<file path="config.mk">
export PLATFORM = sky130hd
export DESIGN_NAME = axis_pulse_rx_buffer_flat
export DESIGN_NICKNAME = d
export VERILOG_FILES = /design/src/rtl/axis_pulse_rx_buffer_if.sv /design/src/rtl/axis_pulse_rx_buffer.sv /design/src/flat_wrapper.sv
export SDC_FILE = /design/constraint.sdc
export NUM_CORES = 1
export LEC_CHECK = 0
export CELL_PAD_IN_SITES_DETAIL_PLACEMENT = 1
export CELL_PAD_IN_SITES_GLOBAL_PLACEMENT = 2
export CORE_ASPECT_RATIO = 1.4
export CORE_MARGIN = 2
export CORE_UTILIZATION = 40
export CTS_CLUSTER_SIZE = 28
export DETAILED_ROUTE_END_ITERATION = 10
export HOLD_SLACK_MARGIN = 0.1
export PLACE_DENSITY_LB_ADDON = 0.1
export SYNTH_ARGS = -nofsm -noshare
export SYNTH_HDL_FRONTEND = slang
export SYNTH_SLANG_ARGS = --single-unit
</file>
<file path="constraint.sdc">
create_clock -name clock -period 4.46 [get_ports clock]
set_input_delay 0.446 -clock clock [delete_from_list [all_inputs] [get_ports clock]]
set_output_delay 0.446 -clock clock [all_outputs]
set_load 0.01 [all_outputs]
</file>
<file path="src/rtl/axis_pulse_rx_buffer_if.sv">
// AXI-stream bundle (data/user/dest/valid/ready) used on the buffered output side.
// Master drives payload and valid; slave returns ready.
interface axi_stream #(
  parameter int DATA_WIDTH = 32,
  parameter int USER_WIDTH = 32,
  parameter int DEST_WIDTH = 32
);
  logic [DATA_WIDTH-1:0] data;
  logic [USER_WIDTH-1:0] user;
  logic [DEST_WIDTH-1:0] dest;
  logic                  valid;
  logic                  ready;

  modport master (output data, output user, output dest, output valid, input ready);
  modport slave  (input data, input user, input dest, input valid, output ready);
endinterface

</file>
<file path="src/rtl/axis_pulse_rx_buffer.sv">
// Pulse-strobed word stream -> FWFT FIFO -> AXI stream; AXIS_PULSE_RX_DROP_COUNT_EN adds a drop counter.
// Latency: strobe at edge N shows on out.valid/out.data after edge N; one word per cycle each way.
// Backpressure: input cannot be stalled; a word arriving when full without a pop is dropped and flagged.
module axis_pulse_rx_buffer #(
  parameter int DEPTH      = 4,
  parameter int DATA_WIDTH = 32,
  parameter int USER_WIDTH = 32,
  parameter int DEST_WIDTH = 32
) (
  input  logic                    clock,
  input  logic                    reset,
  input  logic                    in_valid,
  input  logic [DATA_WIDTH-1:0]   in_data,
  input  logic [USER_WIDTH-1:0]   in_user,
  input  logic [DEST_WIDTH-1:0]   in_dest,
  axi_stream.master               out,
  output logic [$clog2(DEPTH):0]  level,
  output logic                    overflow,
  input  logic                    clear_overflow,
  output logic [15:0]             drop_count
);

  localparam int AW = $clog2(DEPTH);
  localparam int LW = AW + 1;
  localparam logic [LW-1:0] FULL = LW'(DEPTH);

  typedef struct packed {
    logic [DATA_WIDTH-1:0] data;
    logic [USER_WIDTH-1:0] user;
    logic [DEST_WIDTH-1:0] dest;
  } entry_t;

  entry_t          mem [DEPTH];
  entry_t          in_word;
  entry_t          head_q;
  entry_t          head_d;
  logic            head_vld;
  logic [AW-1:0]   wr_ptr;
  logic [AW-1:0]   rd_ptr;
  logic [AW-1:0]   rd_next;
  logic [LW-1:0]   level_d;
  logic            pop;
  logic            push;
  logic            drop;

  assign in_word = '{data: in_data, user: in_user, dest: in_dest};
  assign rd_next = rd_ptr + AW'(1);

  // A pop in the same cycle frees the slot, so a full FIFO can still accept.
  assign pop  = head_vld & out.ready;
  assign push = in_valid & ((level != FULL) | pop);
  assign drop = in_valid & (level == FULL) & ~pop;

  always_comb begin
    level_d = level;
    unique case ({push, pop})
      2'b10:   level_d = level + LW'(1);
      2'b01:   level_d = level - LW'(1);
      default: level_d = level;
    endcase
  end

  // Output register always mirrors the head; the next head is either the
  // stored successor or, when that slot is being written now, the input word.
  always_comb begin
    head_d = head_q;
    if (level == '0) begin
      if (push) head_d = in_word;
    end else if (pop) begin
      if (level == LW'(1)) begin
        if (push) head_d = in_word;
      end else begin
        head_d = mem[rd_next];
      end
    end
  end

  always_ff @(posedge clock) begin
    if (push) mem[wr_ptr] <= in_word;
  end

  always_ff @(posedge clock or negedge reset) begin
    if (!reset) begin
      wr_ptr   <= '0;
      rd_ptr   <= '0;
      level    <= '0;
      head_q   <= '0;
      head_vld <= 1'b0;
    end else begin
      if (push) wr_ptr <= wr_ptr + AW'(1);
      if (pop)  rd_ptr <= rd_next;
      level    <= level_d;
      head_q   <= head_d;
      head_vld <= (level_d != '0);
    end
  end

  assign out.data  = head_q.data;
  assign out.user  = head_q.user;
  assign out.dest  = head_q.dest;
  assign out.valid = head_vld;

  always_ff @(posedge clock or negedge reset) begin
    if (!reset) begin
      overflow <= 1'b0;
    end else if (clear_overflow) begin
      overflow <= 1'b0;
    end else if (drop) begin
      overflow <= 1'b1;
    end
  end

`ifdef AXIS_PULSE_RX_DROP_COUNT_EN
  always_ff @(posedge clock or negedge reset) begin
    if (!reset) begin
      drop_count <= '0;
    end else if (clear_overflow) begin
      drop_count <= '0;
    end else if (drop && (drop_count != 16'hFFFF)) begin
      drop_count <= drop_count + 16'd1;
    end
  end
`else
  assign drop_count = '0;
`endif

endmodule

</file>
<file path="src/flat_wrapper.sv">
// flat-port wrapper written by rule: the top's interface ports become plain ports
module axis_pulse_rx_buffer_flat 
#(
  parameter int DEPTH      = 4,
  parameter int DATA_WIDTH = 32,
  parameter int USER_WIDTH = 32,
  parameter int DEST_WIDTH = 32
)
  (clock, reset, in_valid, in_data, in_user, in_dest, level, overflow, clear_overflow, drop_count, out_data, out_user, out_dest, out_valid, out_ready);
  axi_stream #(.DATA_WIDTH(DATA_WIDTH), .USER_WIDTH(USER_WIDTH), .DEST_WIDTH(DEST_WIDTH)) out_i ();
  input  logic clock;
  input  logic reset;
  input  logic in_valid;
  input  logic [DATA_WIDTH-1:0] in_data;
  input  logic [USER_WIDTH-1:0] in_user;
  input  logic [DEST_WIDTH-1:0] in_dest;
  output logic [$clog2(DEPTH):0] level;
  output logic overflow;
  input  logic clear_overflow;
  output logic [15:0] drop_count;
  output wire logic [$bits(out_i.data)-1:0] out_data;
  output wire logic [$bits(out_i.user)-1:0] out_user;
  output wire logic [$bits(out_i.dest)-1:0] out_dest;
  output wire logic [$bits(out_i.valid)-1:0] out_valid;
  input wire logic [$bits(out_i.ready)-1:0] out_ready;
  assign out_data = out_i.data;
  assign out_user = out_i.user;
  assign out_dest = out_i.dest;
  assign out_valid = out_i.valid;
  assign out_i.ready = out_ready;
  axis_pulse_rx_buffer #(.DEPTH(DEPTH), .DATA_WIDTH(DATA_WIDTH), .USER_WIDTH(USER_WIDTH), .DEST_WIDTH(DEST_WIDTH)) u_core (.clock(clock), .reset(reset), .in_valid(in_valid), .in_data(in_data), .in_user(in_user), .in_dest(in_dest), .out(out_i), .level(level), .overflow(overflow), .clear_overflow(clear_overflow), .drop_count(drop_count));
endmodule
</file>
==> summary.md, run 1 <==
| Metric | Value |
|---|---|
| Outcome | `complete, no violations` |
| Hold Path Depth | `2` |
| Post-synthesis mux area share | `a little under an eighth` |
| Clock period minus worst slack | `roughly 2.8 ns` |
| RSZ-0062 raised after global routing | `false` |
| Clk_skew | `around 0.014 ns` |
| Largest family of logic cells by synthesized area | `multiplexers` |
| Max-cap viol count | `0` |
| Setup TNS | `0 ns` |
| Clock power share | `25.8%` |
| GRT Residual Overflow | `0` |
| Post-Syn Instances | `between 800 and 900` |
| Die height | `259 um` |
| R2R depth | `6` |
| Worst setup EP type | `register` |
| IO Count | `approximately 220` |
| Sw power | `between 4 and 5 mW` |
| Layout cells sized above 1 | `16.7%` |
| Final hold violations | `0` |
| DR WL/cell | `around 24 um` |
| DP Cell Count | `between 1500 and 2000` |
| Total power | `roughly 16 mW` |
| Fin crit share | `62.7%` |
| CP arrival | `3.00 ns` |
| DRC viols | `0` |
| Endpoints failing setup | `0` |
| Post-synth EDFFs | `384` |
| TritonCTS clock tree | `yes` |
| Root buf cell | `clkbuf_16` |
| Asr flop ratio synth | `between 20% and 30%` |
| Commonest non-fill, non-tap cells in the layout | `384 x edfxtp_1, 200 x clkdlybuf4s50_1, 103 x dfrtp_1` |
| Syn-to-layout area delta | `22.9%` |
| Via count | `between 9000 and 10000` |
| CP max stage delay | `approximately 0.6 ns` |
| Max clock buf depth | `3` |
| Worst VDD drop | `between 0.3 and 0.4 mV` |
| Type of the worst setup path | `register to register` |
| Post-synthesis register bit count | `a little under 500` |
| Drt pass-1 iters | `5` |
| Initial cell density of the core | `40.5%` |
| Antenna cells | `0` |
| Final weighted congestion in routability-driven placement | `about 0.71` |
| Fin. max-slew vios | `0` |
| Gate power share | `a little under a third` |
| Mapped cell area | `between 15000 and 20000 sq um` |
| Total die area | `about 48000 sq um` |
| Layout Cells excl Fill | `between 1500 and 2000` |
| Die W | `186 um` |
| Worst Path Buf+Inv | `2` |
| CP Depth | `6` |
| CTS buffer count | `47` |
| H-Tree Depth | `2` |
| Post-Place Worst Slack | `roughly 1.2 ns` |
| Delay-heaviest family, CP | `simple AND/OR/NAND/NOR gates` |
| Initial antenna violation count | `3` |
| Seq pwr share | `a little over two fifths` |
| Initial DRC Count | `561` |
| CP max-delay cell | `and2_4` |
| Area after DPL | `about 21000 sq um` |
| Max-Slew Margin vs Limit | `approximately two fifths` |
| Largest net degree at the start of global routing | `97` |
| Seq/Total Area, Yosys | `roughly 76%` |
| Crit-path max FO | `33` |
| Core ar. | `between 40000 and 50000 sq um` |
| Hold_ws | `0.422 ns` |
| Post-synthesis compound-gate area fraction | `5.65%` |
| Power Internal | `11.1 mW` |
| PD cells | `about 680 nW/um^2` |
| CTS Sinks | `between 400 and 500` |
| Post-DP HPWL | `25.4 mm` |
| Fmax | `~0.36 GHz` |
| Post-Synth Simple-Gate Area | `between 3 and 4%` |
| Most used flip-flop cell after synthesis | `edfxtp_1` |
| Syn Area/Cell | `20.8 sq um` |
| Xor-xnor portion of the synthesized cell area | `less than 1%` |
| Design area | `between 20000 and 25000 sq um` |
| First-pass GRT wire length | `about 66 mm` |
| Commonest non-fill, non-tap cell in the layout | `edfxtp_1` |
| LEAKAGE | `between 7 and 8 nW` |
| Cells along the critical path | `inv_1 -> ha_1 -> and3_1 -> nor2_1 -> and2_4 -> buf_4` |
| Layout Nets | `approximately 1200` |
| Tightest Pin Transition | `0.924 ns` |
| Antenna-violating nets left | `0` |
| Synth Area in Adders | `less than 1%` |
| Row count | `between 90 and 100` |
| Util after Layout | `about half` |
| Overall Global Routing Usage | `roughly 18%` |
| Post-layout worst setup margin | `about 1.7 ns` |
| Class of the worst hold path | `input pin to register` |
| Yosys warns | `0` |
| Number of distinct library cells after synthesis | `33` |
| # port buffers | `about 200` |
| Via density | `5.34` |
| Total Wirelength | `around 43 mm` |
| Worst setup SP type | `register` |
| CP required | `approximately 4.7 ns` |
| Vias in the first global route | `10600` |
| CTS clk-pin slew, worst paths | `0.06 ns` |
| Clk_lat worst skew | `~0.56 ns` |
| Switch share | `28.8%` |
layout make-up:
| cell class | instances | area, sq um |
|---|---|---|
| inverters | 8 | 30.0 |
| flip-flops and latches | 489 | 14200 |
| well taps | 617 | 772 |
| fillers | 4246 | 23200 |
| clock inverters | 23 | 229 |
| clock buffers | 63 | 1310 |
| multi-input cells | 346 | 4150 |
| repair buffers | 224 | 2260 |
state kept, by name (all words and copies together) (netlist names):
signal	count
u_core.wr_ptr	2
u_core.out.dest	32
u_core.overflow	1
u_core.out.user	32
u_core.level	3
u_core.mem	384
u_core.out.data	32
u_core.rd_ptr	2
u_core.out.valid	1
power by group through the flow:
stage                     sequential [mW]  combinational [mW]  clock [mW]
final                                6.78                4.74        4.00
after global routing                 6.92                5.15        4.28
after CTS                            6.82                4.87        4.11
after detailed placement             6.90                4.82           0
after global placement               6.87                4.81           0
after floorplan                      6.83                2.88           0
worst paths after layout:
kind                                      from             endpoint  slack [ns]
min in group asynchronous                reset  u_core.out.dest[10]        0.43
hold / removal                  clear_overflow      u_core.overflow        0.42
max in group asynchronous                reset     u_core.rd_ptr[1]        2.95
setup / recovery               u_core.level[0]    u_core.mem[0][38]        1.66
hold reg to reg            u_core.out.data[11]  u_core.out.data[11]        0.51
setup reg to reg               u_core.level[0]    u_core.mem[0][38]        1.66
Yosys cell counts (all sizes together) (2+ instances only):
cell type    n  share of area, %
dfrtp      105                14
a21oi        4              0.11
buf         42               1.6
and2         5              0.17
a21boi       2              0.10
clkbuf      27              0.54
edfxtp     384                62
nor2         4             0.080
inv          8              0.16
xnor2        4              0.19
a221o       95               5.1
nor2b       95               3.2
ha           8              0.54
o21ai        3              0.10
mux4        96                12
nand2        3             0.060
worst register-to-register path, delay by kind of cell (launching register included):
family	cells	cell delay (ns)
AND/OR/NAND/NOR	3	1.14
buffers and inverters	2	0.59
flip-flops	1	0.45
adder cells (fa/ha/maj)	1	0.25
logic make-up (layout without fill, tap and decap cells):
group	count (synthesis)	after routing
AO/OA/AOI/OAI	109	109
XOR/XNOR	4	4
adder cells (fa/ha/maj)	8	8
buffers and inverters	77	318
flip-flops	489	489
multiplexers	98	98
other	1	16
AND/OR/NAND/NOR	111	111
repair_timing:
item                                   4_1_cts  5_1_grt
gates resized for setup                      0        0
hold buffers                                 1        0
endpoints found under the hold margin       37        0
setup buffers                                0        0
per-layer routing:
| layer | global-route usage [%] | up-vias | wire (um) |
|---|---|---|---|
| met5 | 0 | - | 40 |
| met4 | 4.78 | 6 | 892 |
| met3 | 3.39 | 59 | 2040 |
| met2 | 31.1 | 231 | 21800 |
| met1 | 23.5 | 5073 | 17900 |
| li1 | - | 4091 | - |
Power figures use the tool's default switching activity.
==> run 2, diff against run 1 <==
- CORE_UTILIZATION: 40 -> 39
- clock period: 4.46 -> 2.3 ns (I/O delays scaled with it)
==> summary.md, run 2 (synthesis gave the netlist of run 1 again) <==
| Metric | Value |
|---|---|
| Via density | `5.24 (-2.0%)` |
| Layout Nets | `1246 (+1.7%)` |
| Final hold violations | `0 (unchanged)` |
| Max-cap viol count | `0 (unchanged)` |
| Reg-to-Reg End | `u_core.mem[2][88]` |
| Type of the worst setup path | `register to register` |
| Number of flip-flops under the largest register name | `384 (unchanged)` |
| Core ar. | `47200 sq um (+2.4%)` |
| Max clock buf depth | `3 (unchanged)` |
| IO Count | `218 (unchanged)` |
| Layout cells sized above 1 | `18.6% (+1.9 points)` |
| Clk_lat worst skew | `0.55 ns (about the same)` |
| Clock period minus worst slack | `2.09 ns (-0.703 ns)` |
| CTS clk-pin slew, worst paths | `0.06 ns (about the same)` |
| TritonCTS clock tree | `yes` |
| Post-DP HPWL | `26.0 mm (+2.4%)` |
| Antenna-violating nets left | `0 (unchanged)` |
| Initial antenna violation count | `1 (-2)` |
| Clk_skew | `0.0169 ns (+0.00269 ns)` |
| R2R depth | `6 (unchanged)` |
| Endpoints failing setup | `0 (unchanged)` |
| Total die area | `49600 sq um (+2.5%)` |
| Largest Register | `u_core.mem` |
| Setup TNS | `0 ns (unchanged)` |
| CTS buffer count | `47 (unchanged)` |
| Initial cell density of the core | `39.5% (-0.93 points)` |
| Die height | `263 um (+1.3%)` |
| Drt pass-1 iters | `6 (+1)` |
| Post-CTS setup buffer count | `0 (unchanged)` |
| Worst setup EP type | `register` |
| Die W | `189 um (+1.2%)` |
| DRC viols | `0 (unchanged)` |
| Hold EP | `u_core.overflow` |
| Row count | `94 (+1.1%)` |
| PD cells | `1310 nW/um^2 (+93%)` |
| Worst setup SP type | `register` |
| H-Tree Depth | `2 (unchanged)` |
| Via count | `9418 (-0.44%)` |
| First-pass GRT wire length | `65.5 mm (-1.4%)` |
| Hold_ws | `0.213 ns (-0.209 ns)` |
| Max-Slew Margin vs Limit | `61.8% (+23 points)` |
| DR WL/cell | `23.3 um (-3.5%)` |
| Initial DRC Count | `555 (-1.1%)` |
| GRT Residual Overflow | `0 (unchanged)` |
| Hold Crit Start | `clear_overflow` |
| CTS Sinks | `489 (unchanged)` |
| Vias in the first global route | `10500 (-0.79%)` |
| # port buffers | `201 (unchanged)` |
| LEAKAGE | `8.05 nW (+2.3%)` |
| Fin. max-slew vios | `0 (unchanged)` |
| Root buf cell | `clkbuf_16` |
| Worst VDD drop | `0.641 mV (+100%)` |
| Worst setup startpoint | `u_core.level[1]` |
| Overall Global Routing Usage | `17.2% (-0.76 points)` |
| Largest net degree at the start of global routing | `68 (-30%)` |
| Commonest non-fill, non-tap cell in the layout | `edfxtp_1` |
| Fmax | `0.478 GHz (+34%)` |
| Outcome | `complete, no violations` |
| CP arrival | `2.34 ns (-0.66 ns)` |
| Fin crit share | `91.0% (+28 points)` |
| Class of the worst hold path | `input pin to register` |
| Internal reg-to-reg setup slack | `0.21 ns (-1.46 ns)` |
| CP required | `2.55 ns (-2.11 ns)` |
| Crit-path max FO | `26 (-21%)` |
| Final weighted congestion in routability-driven placement | `0.726 (+2.5%)` |
| Commonest non-fill, non-tap cells in the layout | `384 x edfxtp_1, 200 x clkdlybuf4s50_1, 103 x dfrtp_1` |
| Antenna cells | `0 (unchanged)` |
| FF-to-FF Start | `u_core.level[1]` |
| Syn-to-layout area delta | `25.1%` |
| RSZ-0062 raised after global routing | `false` |
| Hold Path Depth | `2 (unchanged)` |
| Total Wirelength | `41.9 mm (-2.0%)` |
| Tightest Pin Transition | `0.572 ns (-0.352 ns)` |
-- run 2: cell count changes in the layout (fill, tap and decap cells not counted) --
cell / change
buf_12: +19
buf_4: +1
bufinv_16: -3
clkbuf_1: +4
clkbuf_8: +6
clkinv_1: -8
clkinv_4: +2
dlygate4sd3_1: +1
nor2_1: -1
nor2_4: +1
-- run 2: final cells by class --
class,count,area [sq um]
clock buffer,73,1410
clock inverter,14,126
fill,4279,23800
inverter,8,30.0
multi-input combinational,346,4160
sequential,489,14200
tap,624,781
timing repair buffer,245,2660
-- run 2: metrics by stage --
stage / power [mW] / std cells / utilization (%) / setup slack, ns / instance area [sq um]
final: 30.5 / 1799 / 49.5 / 0.206 / 23300
after global routing: 32.1 / 1799 / 49.5 / 0.0160 / 23300
after CTS: 31.0 / 1799 / 49.5 / 0.161 / 23300
after detailed placement: 23.3 / 1710 / 46.2 / 0.126 / 21800
after global placement: 23.2 / 1710 / 46.2 / 0.144 / 21800
after floorplan: 18.7 / 912 / - / 0.0446 / 18700
-- run 2: layer usage --
layer	share of wire [%]	GRT usage (%)
met1	43	23.4
met2	50	28.8
met3	4.3	2.86
met4	2.1	4.52
met5	0.031	0
-- run 2: critical path, cell delays in order (launching register included) --
cell and delay [ns]:
dfrtp_1 0.42, inv_1 0.13, ha_1 0.25, and3_1 0.20, nor2_4 0.17, and2_4 0.36, buf_12 0.24
-- run 2: how the worst max path moves through the flow --
stage,depth (start not counted),endpoint,slack (ns)
after global routing,7,u_core.out.data[5],0.02
after floorplan,5,u_core.mem[0][0],0.04
after detailed placement,5,u_core.mem[2][88],0.13
final,6,u_core.mem[2][88],0.21
after global placement,6,u_core.mem[2][24],0.14
after CTS,6,u_core.mem[2][39],0.16
-- run 2: power by group --
part           switching, mW  leakage (nW)  total (mW)  internal [mW]
sequential             0.952          4.82        12.9           11.9
clock                   3.20         0.751        7.63           4.43
combinational           4.55          2.47        9.96           5.40
total                   8.70          8.05        30.5           21.8
-- run 2: timing repair --
action,4_1_cts,5_1_grt
gates resized for setup,0,0
hold buffers,2,0
hold endpoints to repair,105,0
